## config.mk

```make
export PLATFORM = sky130hd
export DESIGN_NAME = alu_seq
export DESIGN_NICKNAME = d
export VERILOG_FILES = /design/src/rtl/alu_seq_pkg.sv /design/src/rtl/alu_seq_div.sv /design/src/rtl/alu_seq.sv
export SDC_FILE = /design/constraint.sdc
export NUM_CORES = 1
export LEC_CHECK = 0
export BUFFER_PORTS_ARGS = -buffer_cell sky130_fd_sc_hd__buf_2
export CAP_MARGIN = 20
export CORE_MARGIN = 5
export CORE_UTILIZATION = 35
export DETAILED_ROUTE_END_ITERATION = 10
export GPL_TIMING_DRIVEN = 0
export PLACE_DENSITY = 0.61
export RECOVER_POWER = 100
export SYNTH_ARGS = -nofsm -noshare
export SYNTH_HDL_FRONTEND = slang
export SYNTH_SLANG_ARGS = --single-unit
```

## constraint.sdc

```tcl
create_clock -name clk -period 9.8 [get_ports clk]
set_input_delay 1.96 -clock clk [delete_from_list [all_inputs] [get_ports clk]]
set_output_delay 1.96 -clock clk [all_outputs]
set_load 0.05 [all_outputs]
```

## src/rtl/alu_seq_pkg.sv

```systemverilog
// +----------------------------------------------------------------------+
// | Module   : alu_seq_pkg                                                |
// | Purpose  : Opcode and FSM state encodings shared by the alu_seq       |
// |            datapath, its iterative divider and their users.           |
// | Revision : 1.0 - initial release                                      |
// +----------------------------------------------------------------------+
`default_nettype none

package alu_seq_pkg;

   // Opcode map, fully decoded over 3 bits
   localparam logic [2:0] OP_ADD  = 3'd0;
   localparam logic [2:0] OP_SUB  = 3'd1;
   localparam logic [2:0] OP_MUL  = 3'd2;
   localparam logic [2:0] OP_DIV  = 3'd3;
   localparam logic [2:0] OP_AND  = 3'd4;
   localparam logic [2:0] OP_NAND = 3'd5;
   localparam logic [2:0] OP_SHL  = 3'd6;
   localparam logic [2:0] OP_SHR  = 3'd7;

   // Top-level controller states
   localparam logic [0:0] ST_IDLE = 1'b0;
   localparam logic [0:0] ST_DIV  = 1'b1;

endpackage

`default_nettype wire

```

## src/rtl/alu_seq_div.sv

```systemverilog
// +----------------------------------------------------------------------+
// | Module   : alu_seq_div                                                |
// | Purpose  : Iterative restoring divider, one quotient bit per cycle,   |
// |            MSB first. Quotient/remainder are presented on the cycle   |
// |            o_done is high so the parent can register them directly.   |
// | Config   : ALU_SEQ_DIVREM_EN exposes the remainder on o_remainder.    |
// | Revision : 1.0 - initial release                                      |
// +----------------------------------------------------------------------+
`default_nettype none

module alu_seq_div
   import alu_seq_pkg::*;
#(
   parameter int WIDTH = 16
)
(
   input  logic             clk,
   input  logic             rst,
   input  logic             i_start,
   input  logic [WIDTH-1:0] i_dividend,
   input  logic [WIDTH-1:0] i_divisor,
   output logic             o_busy,
   output logic             o_done,
   output logic [WIDTH-1:0] o_quotient,
`ifdef ALU_SEQ_DIVREM_EN
   output logic [WIDTH-1:0] o_remainder,
`endif
   output logic             o_div0
);

   localparam int                 c_cnt_w = $clog2(WIDTH + 1);
   localparam logic [c_cnt_w-1:0] c_steps = c_cnt_w'(WIDTH);
   localparam logic [c_cnt_w-1:0] c_last  = c_cnt_w'(1);

   logic               r_busy;
   logic [c_cnt_w-1:0] r_count;
   logic [WIDTH-1:0]   r_dvd;     // dividend shifting out, quotient shifting in
   logic [WIDTH-1:0]   r_rem;     // partial remainder
   logic [WIDTH-1:0]   r_dvs;     // latched divisor

   logic [WIDTH:0]     w_trial;
   logic               w_fits;
   logic [WIDTH-1:0]   w_sub;
   logic [WIDTH-1:0]   w_rem_next;
   logic [WIDTH-1:0]   w_q_next;

   // One restoring step: bring in the next dividend bit and subtract if it fits.
   // When it fits the true difference is below the divisor, so a WIDTH-bit
   // subtraction is exact.
   always_comb begin
      w_trial    = {r_rem, r_dvd[WIDTH-1]};
      w_fits     = (w_trial >= {1'b0, r_dvs});
      w_sub      = w_trial[WIDTH-1:0] - r_dvs;
      w_rem_next = w_fits ? w_sub : w_trial[WIDTH-1:0];
      w_q_next   = {r_dvd[WIDTH-2:0], w_fits};
   end

   // Step sequencer: a start with a zero divisor is ignored, the parent handles it.
   always_ff @(posedge clk) begin
      if (rst) begin
         r_busy  <= 1'b0;
         r_count <= '0;
         r_dvd   <= '0;
         r_rem   <= '0;
         r_dvs   <= '0;
      end else if (!r_busy) begin
         if (i_start && !o_div0) begin
            r_busy  <= 1'b1;
            r_count <= c_steps;
            r_dvd   <= i_dividend;
            r_rem   <= '0;
            r_dvs   <= i_divisor;
         end
      end else begin
         r_dvd   <= w_q_next;
         r_rem   <= w_rem_next;
         r_count <= r_count - c_last;
         if (r_count == c_last) begin
            r_busy <= 1'b0;
         end
      end
   end

   assign o_busy      = r_busy;
   assign o_done      = r_busy && (r_count == c_last);
   assign o_quotient  = w_q_next;
`ifdef ALU_SEQ_DIVREM_EN
   assign o_remainder = w_rem_next;
`endif
   assign o_div0      = (i_divisor == '0);

endmodule

`default_nettype wire

```

## src/rtl/alu_seq.sv

```systemverilog
// +----------------------------------------------------------------------+
// | Module   : alu_seq                                                    |
// | Purpose  : Handshaked arithmetic/logic unit. ADD/SUB/MUL/AND/NAND/    |
// |            SHL/SHR complete in one cycle; DIV runs WIDTH cycles on    |
// |            alu_seq_div. Result and flags are registered.              |
// | Config   : ALU_SEQ_DIVREM_EN adds the 'rem' output (DIV remainder).   |
// | Revision : 1.0 - initial release                                      |
// +----------------------------------------------------------------------+
`default_nettype none

module alu_seq
   import alu_seq_pkg::*;
#(
   parameter int WIDTH = 16,
   parameter int OPW   = 3
)
(
   input  logic             clk,
   input  logic             rst,
   input  logic             in_valid,
   output logic             in_ready,
   input  logic [OPW-1:0]   op,
   input  logic [WIDTH-1:0] a,
   input  logic [WIDTH-1:0] b,
   output logic             out_valid,
   input  logic             out_ready,
   output logic [WIDTH-1:0] result,
   output logic             carry,
   output logic             zero,
`ifdef ALU_SEQ_DIVREM_EN
   output logic [WIDTH-1:0] rem,
`endif
   output logic             div0
);

   localparam logic [WIDTH-1:0] c_width = WIDTH'(WIDTH);

   logic [0:0]         r_state;
   logic               r_out_valid;
   logic [WIDTH-1:0]   r_result;
   logic               r_carry;
   logic               r_zero;
   logic               r_div0;
`ifdef ALU_SEQ_DIVREM_EN
   logic [WIDTH-1:0]   r_rem;
   logic [WIDTH-1:0]   w_rem;
   logic [WIDTH-1:0]   w_div_rem;
`endif

   logic               w_accept;
   logic               w_is_div;
   logic               w_b_zero;
   logic               w_div_busy;
   logic               w_div_done;
   logic [WIDTH-1:0]   w_quot;
   logic [WIDTH:0]     w_sum;
   logic [WIDTH:0]     w_diff;
   logic [2*WIDTH-1:0] w_prod;
   logic [WIDTH-1:0]   w_res;
   logic               w_carry;
   logic               w_div0;

   assign in_ready = (r_state == ST_IDLE) && !w_div_busy && (!r_out_valid || out_ready);
   assign w_accept = in_valid && in_ready;
   assign w_is_div = (op == OP_DIV);

   alu_seq_div #(
      .WIDTH       (WIDTH)
   ) u_div (
      .clk         (clk),
      .rst         (rst),
      .i_start     (w_accept && w_is_div),
      .i_dividend  (a),
      .i_divisor   (b),
      .o_busy      (w_div_busy),
      .o_done      (w_div_done),
      .o_quotient  (w_quot),
`ifdef ALU_SEQ_DIVREM_EN
      .o_remainder (w_div_rem),
`endif
      .o_div0      (w_b_zero)
   );

   assign w_sum  = {1'b0, a} + {1'b0, b};
   assign w_diff = {1'b0, a} - {1'b0, b};
   assign w_prod = {{WIDTH{1'b0}}, a} * {{WIDTH{1'b0}}, b};

   // Single-cycle datapath; the DIV arm is only used for the divide-by-zero case.
   always_comb begin
      w_res   = '0;
      w_carry = 1'b0;
      w_div0  = 1'b0;
`ifdef ALU_SEQ_DIVREM_EN
      w_rem   = '0;
`endif
      case (op)
         OP_ADD: begin
            w_res   = w_sum[WIDTH-1:0];
            w_carry = w_sum[WIDTH];
         end
         OP_SUB: begin
            w_res   = w_diff[WIDTH-1:0];
            w_carry = w_diff[WIDTH];
         end
         OP_MUL: begin
            w_res   = w_prod[WIDTH-1:0];
            w_carry = |w_prod[2*WIDTH-1:WIDTH];
         end
         OP_DIV: begin
            w_res   = '1;
            w_div0  = 1'b1;
`ifdef ALU_SEQ_DIVREM_EN
            w_rem   = a;
`endif
         end
         OP_AND:  w_res = a & b;
         OP_NAND: w_res = ~(a & b);
         OP_SHL:  w_res = (b >= c_width) ? '0 : (a << b);
         OP_SHR:  w_res = (b >= c_width) ? '0 : (a >> b);
         default: w_res = '0;
      endcase
   end

   // Controller and output register: accept, divide wait, hold and drop.
   always_ff @(posedge clk) begin
      if (rst) begin
         r_state     <= ST_IDLE;
         r_out_valid <= 1'b0;
         r_result    <= '0;
         r_carry     <= 1'b0;
         r_zero      <= 1'b0;
         r_div0      <= 1'b0;
`ifdef ALU_SEQ_DIVREM_EN
         r_rem       <= '0;
`endif
      end else begin
         case (r_state)
            ST_IDLE: begin
               if (w_accept) begin
                  if (w_is_div && !w_b_zero) begin
                     r_state     <= ST_DIV;
                     r_out_valid <= 1'b0;
                  end else begin
                     r_out_valid <= 1'b1;
                     r_result    <= w_res;
                     r_carry     <= w_carry;
                     r_zero      <= (w_res == '0);
                     r_div0      <= w_div0;
`ifdef ALU_SEQ_DIVREM_EN
                     r_rem       <= w_rem;
`endif
                  end
               end else if (out_ready) begin
                  r_out_valid <= 1'b0;
               end
            end
            ST_DIV: begin
               if (w_div_done) begin
                  r_state     <= ST_IDLE;
                  r_out_valid <= 1'b1;
                  r_result    <= w_quot;
                  r_carry     <= 1'b0;
                  r_zero      <= (w_quot == '0);
                  r_div0      <= 1'b0;
`ifdef ALU_SEQ_DIVREM_EN
                  r_rem       <= w_div_rem;
`endif
               end
            end
            default: r_state <= ST_IDLE;
         endcase
      end
   end

   assign out_valid = r_out_valid;
   assign result    = r_result;
   assign carry     = r_carry;
   assign zero      = r_zero;
   assign div0      = r_div0;
`ifdef ALU_SEQ_DIVREM_EN
   assign rem       = r_rem;
`endif

endmodule

`default_nettype wire

```

* After elaboration in Yosys (flattened, before gate mapping) *
Index checks and enable logic that the tools add are counted.

operators by class
  add/sub/neg operators = 4
  multiply operators = 1
  $lt $le $gt $ge = 2
  equality and inequality tests = 12
  shift operators = 2
  mux-type cells = 39
  bitwise gates (word level) = 4
  reduce and logical (&&, ||, !) cells = 20

operator list
  operator               number
  $mux W16               10
  $pmux W16 S8           1
  $logic_not A16 Y1      3
  $mul A16 B16 Y32       1
  $pmux W16 S2           1
  $mux W1                19
  $add A16 B16 Y17       1
  $ge A17 B16 Y1         1
  $sub A16 B16 Y17       1
  $and A16 B16 Y16       1
  $ge A16 B5 Y1 const B  1
  $not A16 Y16           1
  $reduce_or A16 Y1      1
  $shl A16 B16 Y16       1
  $shr A16 B16 Y16       1
  $sub A16 B16 Y16       1
  $eq A3 B3 Y1 const B   4
  $mux W5                2
  $pmux W1 S2            5
  $logic_and A1 B1 Y1    7
  $eq A3 B2 Y1 const B   2
  $eq A5 B1 Y1 const B   1
  $sub A5 B1 Y5 const B  1
  $ne A2 B2 Y1 const B   2
  11 further kinds       15

storage, ports and cells
  flip-flop bits (word level) = 75
  input bits = 39
  output and inout port bits = 21

* Longest topological paths before layout *
  depth after elaboration = 8
  gate-level depth with buffers = 28
  mapped depth without buffers = 25

* Hierarchy *
Synthesis repeated with hierarchy kept, for this count alone.

second synthesis, totals
  cell total of the unflattened synthesis = 2131
  area total of the unflattened synthesis = 17123.9 sq um

by module, submodules not included
  module       times used  cells an instance  area an instance (sq um)  seq. area each (sq um)
  alu_seq      1           1684               13603.0                   420.4
  alu_seq_div  1           447                3520.9                    1081.0

* Worst setup path after synthesis *
Ideal clock, no wire load.

  kind = input-to-reg
  start point = in b[1]
  end point = reg r_carry, in the netlist carry
  library setup time = 0.120 ns
  arrival time = 8.898 ns
  required time = 9.680 ns
  setup slack = 0.782 ns
  cell stages on the path = 26
  buffers on the path = 5
  path through = buf_2 > buf_2 > clkbuf_1 > clkbuf_1 > nand2_1 > fa_1 > fa_1 > inv_1 > fa_1 > fa_1 > fa_1 > inv_1 > fa_1 > inv_1 > ha_1 > clkbuf_1 > nand2_1 > o21ai_1 > nor2_1 > a211oi_1 > a22oi_1 > mux2i_1 > or4_1 > nor4b_2 > nand4_1 > o31a_1

on the way
  longest elaborated chain between the ends = 6
  elaborated cells between the ends (all ways) = 13
  classes of those cells = 2 x add/sub; 1 x mul; 1 x eq/ne; 4 x mux; 5 x reduce/logical

ends and longest elaborated chain
  item                    line            RTL
  start: declaration      alu_seq.sv:24   input logic [WIDTH-1:0] b,
  $mul A16 B16 Y32        alu_seq.sv:86   assign w_prod = {{WIDTH{1'b0}}, a} * {{WIDTH{1'b0}}, b};
  $reduce_or A16 Y1       alu_seq.sv:107  w_carry = |w_prod[2*WIDTH-1:WIDTH];
  $pmux W1 S3             alu_seq.sv:96   case (op)
  $mux W1                 alu_seq.sv:140  if (w_is_div && !w_b_zero) begin
  $mux W1                 alu_seq.sv:139  if (w_accept) begin
  $pmux W1 S2             alu_seq.sv:137  case (r_state)
  end signal: assignment  alu_seq.sv:146  r_carry <= w_carry;
  end: declaration        alu_seq.sv:41   logic r_carry;

Several ways; a longest one is shown, not always the timed one. The select of a mux whose other input is x is not followed.
A chain may end at the register's enable or synchronous reset.

* Worst setup path after layout *
  start point = in a[4]
  end point = reg r_carry, in the netlist carry

on the way
  longest elaborated chain between the ends = 6
  elaborated cells between the ends (all ways) = 8
  classes of those cells = 2 x add/sub; 1 x mul; 4 x mux; 1 x reduce/logical

ends and longest elaborated chain
  item                line            RTL
  start: declaration  alu_seq.sv:23   input logic [WIDTH-1:0] a,
  $mul A16 B16 Y32    alu_seq.sv:86
  $reduce_or A16 Y1   alu_seq.sv:107
  $pmux W1 S3 (*)     alu_seq.sv:96
  $mux W1 (*)         alu_seq.sv:140
  $mux W1 (*)         alu_seq.sv:139
  $pmux W1 S2 (*)     alu_seq.sv:137

Every way passes the cells marked *; elsewhere a longest branch is shown, timed or not. The select of a mux whose other input is x is not followed.

==> metrics.cfg <==
[logic_synthesis]
ys_top_cells_by_count=nand2_1 (288), inv_1 (270), fa_1 (197), ha_1 (154), nor2_1 (153)
synth_seq_cells=75
yosysWarnings=0
muxShareOfSynthArea_pct=5.21
synth_cell_types=78
yosys.area.top_type=fa_1
synth_edf_count=0
synth_top_family_by_area=adder cells
netlist.area_leader.share_pct=24.9
synth_xor_area_share_pct=3.09
yosysMostFrequentCell=nand2_1
yosysSeqAreaShare_pct=9.47
synth_compound_area_share_pct=17.8
yosys.area_share.adder_pct=37.1
ys.flop_type=dfxtp_1
syn_area_per_cell_um2=7.92
yosys.area_share.simple_pct=17.9
async_flop_share_pct=0
synthTopCellsByArea=fa_1 (25%), ha_1 (12%), dfxtp_1 (9.5%)
syn_nets=2392
syn_area_um2=15900
syn_inst=2002

[detailed_routing]
drtIter0Drc=1651
first_pass_iters=6
wire_per_inst_um=23.1
ant_nets=0
totalWireLength_um=61800
vias=15167
via_per_inst=5.68
route.detailed.drc=0

[floorplanning]
fp.dieH_um=223
io_pins=60
dieArea_um2=49700
die_x_um=223
core_region_area_um2=45100
fp-row-count=78
initial_core_util_pct=35.2

[sta]
drv_slew=0
tightest_slew_ns=1.32
period_needed_ns=9.57
slew_headroom_pct=11.1
min_period_over_period_pct=97.6
finalSetupViolCount=0
hold_viol=0
skew_ns=0.0104
rsz0062_at_grt=false
max_freq_mhz=105
setup_ws_ns=0.233
hold_ws_ns=0.453

[critical_path]
path_max_fanout=10
max_stage_delay_ns=0.65
critPathKind=input pin to register
endpoint_kind=register
rrSetupSlack_ns=6.33
start_kind=input pin
cp_data_arrival_time_ns=9.80
critPathMostFrequentCell=fa_1
required_ns=10.03
r2r_start=u_div.r_dvs[1]$_SDFFE_PP0P_
crit_path_start=a[4]
cpMaxStageDelayCell=clkbuf_1

[clocking]
root_buffer=clkbuf_16
cts_buffer_depth=2
cts_sinks=75
clkTransAtPathRegs_ns=0.06
cts_buffers=9
clock_latency_ns=0.34
htreeDepth=3
cts_setup_buffers=0
cts_tree=yes

[pwr]
leakagePower_nw=7.51
seqPwrFrac_pct=6.3
switching_share_pct=57.4
pwr-share-comb_pct=87.0
power_switching_mw=3.03
p_int_mw=2.25
clock_power_share_pct=6.7
p_per_area_nw_per_um2=308
peakVddDrop_mv=0.361

[global_routing]
grt_remaining_overflow=0
antenna_found_initial=2
grt_usage_pct=24.7
grt_pass1_vias=15252
grt_pass1_wl_um=95300
grt_max_degree=20

[cells_and_area]
stdcell_area_um2=17200
drive_gt1_share_pct=4.69
final_nets=2453
area_growth_pct=8.17

[place]
port_buffers=57
dpl_cell_area_um2=16900
place.gp.congestion=1.02
dp_hpwl_um=51400
dpl_worst_slack_ns=-1.03

[hold_path]
hp-start=result[12]$_SDFFE_PP0P_
hold_class=register to register

[status]
status=finished clean

[job]
drv_cap=0

[per-layer routing]
metal	vias to the layer above	routed length (um)	track usage, %
met5	-	7	0
met3	153	4900	4.21
li1	6826	-	-
met2	713	27900	39.3
met1	7473	26600	34.1
met4	2	2350	8.40
[final timing paths]
kind | to | cells past startpoint
max | carry$_SDFFE_PP0P_ | 25
max reg2reg | u_div.r_rem[5]$_SDFFE_PP0P_ | 12
min | result[12]$_SDFFE_PP0P_ | 2
min reg2reg | result[12]$_SDFFE_PP0P_ | 2
[cells by family after synthesis]
| logic type | count (synthesis) |
|---|---|
| DFF | 75 |
| buffers and inverters | 397 |
| xor gates and xnor gates | 56 |
| muxes | 58 |
| AOI/OAI and AO/OA | 435 |
| and+or+nand+nor | 629 |
| adders and majority gates | 352 |
[layout make-up]
class                           count  area, um^2
Antenna cell                        1        2.50
Tap cell                          600         751
Timing Repair Buffer               57         255
Clock inverter                      6        87.6
Sequential cell                    75        1500
Multi-Input combinational cell   1530       12800
Fill cell                        4711       27900
Clock buffer                       10         229
Buffer                            117         457
Inverter                          273        1020
[per-stage QoR]
stage               cells  TNS [ns]  power (mW)  util, %
finish               2669         0        5.28     38.0
global placement     2659     -1.33        4.79     37.5
detailed placement   2659     -1.44        4.87     37.5
floorplan            2002         0        3.53        -
CTS                  2674         0        5.28     38.2
global route         2668         0        5.87     38.0
[flip-flops by register name (all words and copies together) (netlist names)]
name / cells
u_div.r_count: 5
u_div.r_dvs: 16
u_div.o_busy: 1
result: 16
carry: 1
u_div.r_dvd: 16
r_state: 1
zero: 1
out_valid: 1
div0: 1
u_div.r_rem: 16
[power by group through the flow]
| stage | clock, mW | sequential (mW) | combinational [mW] |
|---|---|---|---|
| floorplan | 0 | 0.370 | 3.16 |
| finish | 0.356 | 0.332 | 4.59 |
| detailed placement | 0 | 0.338 | 4.53 |
| global placement | 0 | 0.338 | 4.45 |
| global route | 0.376 | 0.333 | 5.16 |
| CTS | 0.361 | 0.331 | 4.59 |
[cells in the final DEF, fill, tap and decap left out, types with 22 or more instances in the layout]
cell and instances:
a211oi_1 22, a21oi_1 126, and2_1 39, buf_2 38, clkbuf_1 122, dfxtp_1 75
fa_1 197, ha_1 154, inv_1 270, mux2i_1 33, nand2_1 288, nand2b_1 23
nand3_1 23, nor2_1 153, nor3_1 32, o211ai_1 27, o21ai_0 91, xnor2_1 32
xor2_1 24
[critical path: cells and delay by family]
kind / cells / cell delay, ns
and+or+nand+nor: 6 / 1.41
adders and majority gates: 7 / 3.18
AOI/OAI and AO/OA: 4 / 1.28
buffers and inverters: 7 / 1.78
muxes: 1 / 0.17
[timing repair]
action	4_1_cts	5_1_grt
resized for setup	7	4
hold buffers	0	0
setup endpoints to repair	1	1
Power figures use the tool's default switching activity.
